## src/rtl/acc_bank.sv

```systemverilog
// NUM_CH independent WIDTH-bit accumulators (load / ALU load / add / inc, wrap or saturate, sticky ovf)
// plus a snapshot drain sequencer: one beat per cycle, data held stable while drain_ready is low.
module acc_bank #(
  parameter int WIDTH    = 16,
  parameter int NUM_CH   = 4,
  parameter int SAT_EN   = 0,
  parameter int INC_STEP = 1
) (
  input  logic                      clk,
  input  logic                      rst,
  input  logic [NUM_CH*WIDTH-1:0]   dataIn,
  input  logic [NUM_CH*WIDTH-1:0]   aluIn,
  input  logic [NUM_CH-1:0]         write_en,
  input  logic [NUM_CH-1:0]         alu_en,
  input  logic [NUM_CH-1:0]         acc_en,
  input  logic [NUM_CH-1:0]         inc_en,
  input  logic [NUM_CH-1:0]         clear_ovf,
  output logic [NUM_CH*WIDTH-1:0]   dataOut,
  output logic [NUM_CH-1:0]         ovf,
  input  logic                      drain_start,
  output logic                      drain_valid,
  input  logic                      drain_ready,
  output logic [WIDTH-1:0]          drain_data,
  output logic [$clog2(NUM_CH)-1:0] drain_ch,
  output logic                      drain_last,
  output logic                      busy
);

  localparam int                CW       = $clog2(NUM_CH);
  localparam logic [WIDTH:0]    STEP     = (WIDTH+1)'(INC_STEP);
  localparam logic [CW-1:0]     LAST_IDX = CW'(NUM_CH - 1);

  typedef enum logic {IDLE, SEND} state_t;

  logic [WIDTH-1:0]  acc_q  [NUM_CH];
  logic [WIDTH-1:0]  acc_d  [NUM_CH];
  logic [WIDTH-1:0]  snap_q [NUM_CH];
  logic [WIDTH-1:0]  snap_d [NUM_CH];
  logic [NUM_CH-1:0] ovf_q, ovf_d;
  logic [CW-1:0]     idx_q, idx_d;
  state_t            state_q, state_d;
  logic [WIDTH:0]    sum;
  logic              add_op;

  always_comb begin
    acc_d  = acc_q;
    ovf_d  = ovf_q & ~clear_ovf;
    sum    = '0;
    add_op = 1'b0;
    for (int i = 0; i < NUM_CH; i++) begin
      sum    = '0;
      add_op = 1'b0;
      if (write_en[i]) begin
        acc_d[i] = dataIn[i*WIDTH +: WIDTH];
      end else if (alu_en[i]) begin
        acc_d[i] = aluIn[i*WIDTH +: WIDTH];
      end else if (acc_en[i]) begin
        sum    = {1'b0, acc_q[i]} + {1'b0, aluIn[i*WIDTH +: WIDTH]};
        add_op = 1'b1;
      end else if (inc_en[i]) begin
        sum    = {1'b0, acc_q[i]} + STEP;
        add_op = 1'b1;
      end
      // A carry sets ovf after the clear above, so a same-cycle overflow wins.
      if (add_op) begin
        if (sum[WIDTH]) begin
          ovf_d[i] = 1'b1;
          acc_d[i] = (SAT_EN != 0) ? {WIDTH{1'b1}} : sum[WIDTH-1:0];
        end else begin
          acc_d[i] = sum[WIDTH-1:0];
        end
      end
    end
  end

  always_comb begin
    state_d     = state_q;
    idx_d       = idx_q;
    snap_d      = snap_q;
    drain_valid = 1'b0;
    drain_data  = '0;
    drain_ch    = idx_q;
    drain_last  = 1'b0;
    busy        = 1'b0;
    case (state_q)
      IDLE: begin
        if (drain_start) begin
          snap_d  = acc_q;
          idx_d   = '0;
          state_d = SEND;
        end
      end
      SEND: begin
        drain_valid = 1'b1;
        busy        = 1'b1;
        drain_data  = snap_q[idx_q];
        drain_last  = (idx_q == LAST_IDX);
        if (drain_ready) begin
          if (idx_q == LAST_IDX) begin
            idx_d   = '0;
            state_d = IDLE;
          end else begin
            idx_d = idx_q + CW'(1);
          end
        end
      end
      default: state_d = IDLE;
    endcase
  end

  always_ff @(posedge clk or posedge rst) begin
    if (rst) begin
      for (int i = 0; i < NUM_CH; i++) begin
        acc_q[i]  <= '0;
        snap_q[i] <= '0;
      end
      ovf_q   <= '0;
      idx_q   <= '0;
      state_q <= IDLE;
    end else begin
      acc_q   <= acc_d;
      snap_q  <= snap_d;
      ovf_q   <= ovf_d;
      idx_q   <= idx_d;
      state_q <= state_d;
    end
  end

  for (genvar g = 0; g < NUM_CH; g++) begin : g_out
    assign dataOut[g*WIDTH +: WIDTH] = acc_q[g];
  end
  assign ovf = ovf_q;

endmodule

```

## config.mk

```make
export PLATFORM = sky130hd
export DESIGN_NAME = acc_bank
export DESIGN_NICKNAME = d
export VERILOG_FILES = /design/src/rtl/acc_bank.sv
export SDC_FILE = /design/constraint.sdc
export NUM_CORES = 1
export LEC_CHECK = 0
export ABC_AREA = 0
export CAP_MARGIN = 20
export CORE_MARGIN = 2
export CORE_UTILIZATION = 30
export DETAILED_ROUTE_END_ITERATION = 12
export MAX_ROUTING_LAYER = met4
export PLACE_DENSITY = 0.49
export SYNTH_ARGS = -nofsm -noshare
export SYNTH_HDL_FRONTEND = slang
export SYNTH_SLANG_ARGS = --single-unit
```

## constraint.sdc

```tcl
create_clock -name clk -period 5.6 [get_ports clk]
set_input_delay 0.56 -clock clk [delete_from_list [all_inputs] [get_ports clk]]
set_output_delay 0.56 -clock clk [all_outputs]
set_load 0.1 [all_outputs]
```

==> reports/results.tsv, run 1 <==
stage	metric	value	unit
job	max-cap violations	0	
logic_synthesis	xor-xnor portion of the synthesized cell area	5.96	%
setup_path	CP max stage cell	clkdlybuf4s50_1	
clocking	clock root cell	clkbuf_16	
timing	RSZ-0062 raised after global routing	false	
placement	DP HPWL	31100	µm
logic_synthesis	number of flops mapped to enable cells by yosys	0	
clocking	cts hold-fix bufs	0	
clocking	Worst-path clk slew	0.06	ns
setup_path	CP peak stage delay	0.96	ns
global_routing	antenna violations before repair	0	
placement	port buffer count	240	
timing	Setup TNS Final	0	ns
clocking	CTS Buf Count	17	
setup_path	critical path startpoint category	flip-flop	
setup_path	crit end category	output port	
logic_synthesis	Synth Cell Area	11000	µm²
global_routing	gr ovfl total	0	
global_routing	largest net degree at the start of global routing	58	
routing	DRC Markers	0	
logic_synthesis	cell count after synthesis	1262	
global_routing	first-pass GRT wire length	63000	µm
clocking	worst-skew pair later-pin latency	0.44	ns
floorplan	Ports	241	
cells_and_area	area growth from synthesis to layout	31.9	%
setup_path	Critical Path, Cell by Cell	buf_16, mux4_2, and2_1, clkdlybuf4s50_1	
global_routing	vias in the first global route	10700	
routing	initial drt markers	844	
routing	DR vias	10700	
timing	Clock Skew	0.0150	ns
power_and_ir_drop	Sw Ratio	49.9	%
setup_path	critical path peak fanout	13	
setup_path	Crit Path Category	reg -> out	
logic_synthesis	Avg Inst Size Synth	8.73	µm²
logic_synthesis	post-synthesis compound-gate area fraction	23.0	%
floorplan	area of the core	36400	µm²
routing	Final ANT Viol Nets	0	
logic_synthesis	simple-gate share of the synthesized area	17.2	%
setup_path	Worst Path Required	5.04	ns
floorplan	total die area	38300	µm²
routing	final wirelength	40900	µm
logic_synthesis	area share of fa/ha/maj cells after synthesis	8.56	%
clocking	Resize count post-CTS	0	
floorplan	Die Y	196	µm
power_and_ir_drop	Int Pwr	3.28	mW
logic_synthesis	multiplexer share of the synthesized area	10.8	%
logic_synthesis	asr flop ratio synth	100	%
cells_and_area	Final #Nets	1705	
clocking	Post-CTS Setup Bufs	0	
logic_synthesis	synth top area cells	dfrtp_1 (31%), ha_1 (7.8%), mux2_2 (6.2%)	
floorplan	Rows	70	
power_and_ir_drop	Lkg Pwr	5.99	nW
timing	Final Hold Viols	0	
global_routing	Total GRT Usage	21.9	%
outcome	status	complete, no violations	
placement	dpl cells	1929	
timing	fin crit period	3.64	ns
logic_synthesis	Synth cell types	78	
placement	global placement routability congestion	0.871	
clocking	CTS max path bufs	2	
routing	Via density	5.46	
clocking	CTS tree	done	
clocking	clock sinks	135	
logic_synthesis	FF+latch count, synth	135	
logic_synthesis	largest family of logic cells by synthesized area	compound AO/OA/AOI/OAI gates	
logic_synthesis	Yosys top cell by area	dfrtp_1	
power_and_ir_drop	share of power burned in registers	26.5	%
cells_and_area	layout cell share with drive strength beyond 1	9.99	%
power_and_ir_drop	Switching Power	3.26	mW
timing	Least-Margin Pin Slew	1.05	ns
floorplan	starting density of the core	30.3	%
power_and_ir_drop	Clock power frac	19.2	%
floorplan	Horiz. Die Dim	196	µm
timing	Final setup viols	0	
power_and_ir_drop	worst vdd ir	0.362	mV
min_path	min-delay worst type	reg -> reg	
setup_path	CP arrival	3.08	ns
logic_synthesis	warnings from Yosys	0	
power_and_ir_drop	Cell Pwr Density	450	nW/µm²
clocking	CTS H-Tree Depth	4	
logic_synthesis	sequential area share after synthesis	30.7	%
logic_synthesis	post-synth top area share	30.7	%
cells_and_area	n_diodes	0	
power_and_ir_drop	Logic pwr share	54.3	%
timing	Fmax achieved	275	MHz
timing	fin crit share	65.0	%
cells_and_area	final non-filler cell total	1960	
routing	DRT Pass-1 Iters	5	
logic_synthesis	Main synth FF type	dfrtp_1	
timing	fin. max-slew vios	0	
timing	Slew HR	29.8	%
logic_synthesis	Syn Nets	1487	
power_and_ir_drop	Power Total	6.54	mW
routing	routed len/inst	20.9	µm
==> cell usage in the layout, fill, tap and decap left out, drive strengths merged, types with 56 or more instances in the layout <==
master | Yosys | final
clkdlybuf4s50 | 0 | 240
mux2 | 61 | 61
inv | 52 | 56
ha | 69 | 69
dfrtp | 135 | 135
nor2 | 74 | 74
a21oi | 123 | 123
o21ai | 92 | 92
nand2 | 106 | 106
==> kinds of logic after synthesis <==
kind of cell	Yosys count
flops	135
buf+inv	107
xor+xnor	75
compound gates	400
simple gates	381
fa+ha+maj	73
mux	91
==> cells in the mapped netlist (18+ instances only) <==
library cell and instances:
a21o_1 19, a21oi_1 123, a31oi_1 19, and2_1 27, and3_1 18, clkbuf_1 42, dfrtp_1 135, ha_1 69
inv_1 51, mux2_2 61, nand2_1 106, nand3_1 42, nor2_1 74, nor2b_1 26, nor3_1 31, o21ai_0 85
o22ai_1 32, xnor2_1 42, xor2_1 33
==> stage by stage <==
stage	hold slack [ns]	setup slack, ns	instance area (µm²)	utilization [%]
2_1_floorplan	0.445	1.43	11000	-
3_3_place_gp	0.473	2.10	13900	38.1
3_5_place_dp	0.479	2.22	13900	38.2
4_1_cts	0.494	1.92	14500	39.9
5_1_grt	0.519	1.81	14500	39.9
6_report	0.487	1.96	14500	39.9
==> final cells by class <==
cell class	count	area (µm²)
multi-input combinational	1020	7230
timing repair buffer	253	2520
tap	468	586
clock buffer	17	425
fill	3710	21900
inverter	53	204
sequential	135	3380
clock inverter	14	198
==> worst paths after layout <==
path / start / end / slack, ns / cells past startpoint
worst max-delay path: drain_ch[0] / drain_data[2] / 1.96 / 4
worst min-delay path: snap_q[33] / snap_q[33] / 0.49 / 2
worst max register to register: dataOut[48] / dataOut[62] / 2.69 / 11
worst min register to register: snap_q[33] / snap_q[33] / 0.49 / 2
max in group asynchronous: rst / snap_q[42] / 3.87 / 3
min in group asynchronous: rst / dataOut[38] / 0.57 / 2
==> worst max-delay path, delay by kind of cell, from the launching register on <==
kind	cells	cell delay [ns]
buffers and inverters	2	1.19
DFF	1	0.71
muxes	1	0.56
and+or+nand+nor	1	0.18
==> power by group through the flow <==
| stage | registers (mW) | clock network [mW] | logic (mW) |
|---|---|---|---|
| 2_1_floorplan | 2.03 | 0 | 2.23 |
| 5_1_grt | 1.78 | 1.33 | 3.75 |
| 3_3_place_gp | 1.77 | 0 | 3.49 |
| 3_5_place_dp | 1.74 | 0 | 3.55 |
| 4_1_cts | 1.73 | 1.29 | 3.56 |
| 6_report | 1.73 | 1.25 | 3.55 |
==> registers in the layout, indices dropped and copies added, names as in the netlist <==
register / cells
ovf: 4
drain_ch: 2
state_q: 1
dataOut: 64
snap_q: 64
==> per-layer routing <==
layer / part of all wire, % / wire length (µm) / up-vias / global-route usage [%]
li1: - / - / 5137 / -
met1: 47 / 19400 / 5179 / 29.8
met2: 46 / 18900 / 347 / 34.1
met3: 5.3 / 2190 / 33 / 3.59
met4: 1.2 / 492 / 0 / 5.47
met5: 0 / 0 / - / -
No activity file was read; power rests on OpenSTA's default activity.
==> run 2, diff against run 1 <==
==> constraint.sdc (replaced) <==
create_clock -name clk -period 3.5 [get_ports clk]
set_input_delay 0.35 -clock clk [delete_from_list [all_inputs] [get_ports clk]]
set_output_delay 0.35 -clock clk [all_outputs]
set_load 0.1 [all_outputs]
==> run 2 against run 1 <==
  * Count of clock-buffer cells in the layout increased by 4
  * Via count increased by 1.4%
  * Final cell count increased by 1.5%
  * Clock skew decreased by 0.0037 ns
==> reports/results.tsv, run 2 (synthesis gave the netlist of run 1 again) <==
stage	metric	value	unit
clocking	worst-skew pair later-pin latency	0.43	ns
floorplan	Ports	241	
floorplan	starting density of the core	30.3	%
timing	RSZ-0062 raised after global routing	false	
cells_and_area	Final #Nets	1733	
cells_and_area	most common cell after layout, fill and taps aside	clkdlybuf4s50_1	
placement	port buffer count	240	
global_routing	Total GRT Usage	21.8	%
timing	hold_ws	0.274	ns
timing	Fmax achieved	350	MHz
routing	Final ANT Viol Nets	0	
routing	Max Used Layer	met4	
setup_path	Reg2Reg Launch Point	dataOut[0]	
timing	Final setup viols	0	
clocking	clock root cell	clkbuf_16	
power_and_ir_drop	worst vdd ir	0.410	mV
global_routing	largest net degree at the start of global routing	85	
global_routing	gr ovfl total	0	
clocking	CTS H-Tree Depth	4	
placement	DP HPWL	31100	µm
timing	fin. max-slew vios	0	
setup_path	Worst R2R Setup Slack	0.64	ns
clocking	Post-CTS Setup Bufs	0	
min_path	min-delay worst type	in -> async	
floorplan	Rows	70	
cells_and_area	n_diodes	0	
routing	metal2 WL	19100	µm
floorplan	Horiz. Die Dim	196	µm
setup_path	critical path peak fanout	8	
setup_path	Worst Path Required	3.77	ns
global_routing	vias in the first global route	10700	
floorplan	total die area	38300	µm²
clocking	cts hold-fix bufs	0	
placement	global placement routability congestion	0.900	
routing	routed len/inst	20.5	µm
routing	initial drt markers	663	
routing	WL met1	19400	µm
setup_path	FF-to-FF path depth	11	
setup_path	critical path endpoint	dataOut[14]	
clocking	CTS Buf Count	17	
setup_path	critical path startpoint category	flip-flop	
power_and_ir_drop	Lkg Pwr	6.14	nW
routing	DR vias	10800	
timing	Least-Margin Pin Slew	1.00	ns
setup_path	CP arrival	3.12	ns
job	max-cap violations	0	
clocking	Resize count post-CTS	0	
timing	fin crit period	2.86	ns
floorplan	area of the core	36400	µm²
timing	Slew HR	33.1	%
cells_and_area	layout cell share with drive strength beyond 1	13.0	%
clocking	clock sinks	135	
setup_path	crit end category	flip-flop	
routing	DRC Markers	0	
setup_path	Worst Setup SP	dataOut[0]	
setup_path	Crit Path Category	reg -> reg	
routing	Via density	5.45	
setup_path	Critical R2R Capture	dataOut[14]	
clocking	CTS tree	done	
timing	fin crit share	81.6	%
power_and_ir_drop	Cell Pwr Density	701	nW/µm²
cells_and_area	commonest non-fill, non-tap cells in the layout	clkdlybuf4s50_1 (219), dfrtp_1 (135), a21oi_1 (123)	
outcome	status	complete, no violations	
global_routing	antenna violations before repair	0	
timing	Setup TNS Final	0	ns
cells_and_area	fillers	3660	
clocking	Worst-path clk slew	0.07	ns
floorplan	Die Y	196	µm
timing	Clock Skew	0.0112	ns
routing	Met3 Routed Length	1800	µm
clocking	CTS max path bufs	2	
global_routing	first-pass GRT wire length	63000	µm
routing	DRT Pass-1 Iters	7	
routing	final wirelength	40800	µm
cells_and_area	area growth from synthesis to layout	33.3	%
timing	Final Hold Viols	0	
run 2: cell types whose count changed in the layout (fill, tap and decap cells not counted), sizes merged:
cell / before / now
clkbuf: 17 / 21
clkinv: 5 / 2
clkdlybuf4s50: 240 / 219
clkinvlp: 2 / 4
bufinv: 4 / 2
buf: 13 / 62
run 2: area by class of cell:
cell class                      instances  area (µm²)  area share (%)
Sequential cell                       135        3380            23.0
Tap cell                              468         586            3.99
Clock buffer                           21         460            3.13
Inverter                               53         203            1.38
Multi-Input combinational cell       1020        7230            49.2
Clock inverter                         11         138           0.937
Timing Repair Buffer                  281        2700            18.3
run 2: critical path: stages (launching register included):
cell and delay, ns:
dfrtp_1 0.56, ha_1 0.25, inv_1 0.06, fa_1 0.41, nor2b_1 0.12, o21ai_0 0.10, a21boi_1 0.31, o21a_1 0.17
o21ai_0 0.09, o211ai_1 0.34, xnor2_1 0.16, a41oi_1 0.12
run 2: report_power, final:
part / switching [mW] / internal, mW
sequential: 0.614 / 2.04
combinational: 3.79 / 1.94
clock: 0.801 / 1.10
run 2: per-layer routing:
layer,track usage [%],vias to the layer above
met2,34.9,315
met5,-,-
met1,29.7,5316
met4,4.74,0
met3,2.53,31
li1,-,5186
run 2: per-stage QoR:
step           utilization [%]  total power [mW]  instance area (µm²)  setup slack (ns)  std cells
2_1_floorplan                -              6.80                11000             0.399       1262
3_3_place_gp              38.7              8.40                14100             0.386       1957
3_5_place_dp              38.7              8.43                14100             0.337       1957
4_1_cts                   40.3              10.4                14700             0.637       1989
5_1_grt                   40.3              10.8                14700             0.416       1989
6_report                  40.3              10.3                14700             0.644       1989
run 2: worst min-delay path by stage:
stage	from	to	slack, ns	cells after the start
2_1_floorplan	drain_ready	state_q	0.43	1
3_3_place_gp	snap_q[41]	snap_q[41]	0.47	2
3_5_place_dp	snap_q[41]	snap_q[41]	0.47	2
4_1_cts	rst	dataOut[3]	0.28	2
5_1_grt	rst	dataOut[3]	0.30	2
6_report	rst	dataOut[3]	0.27	2
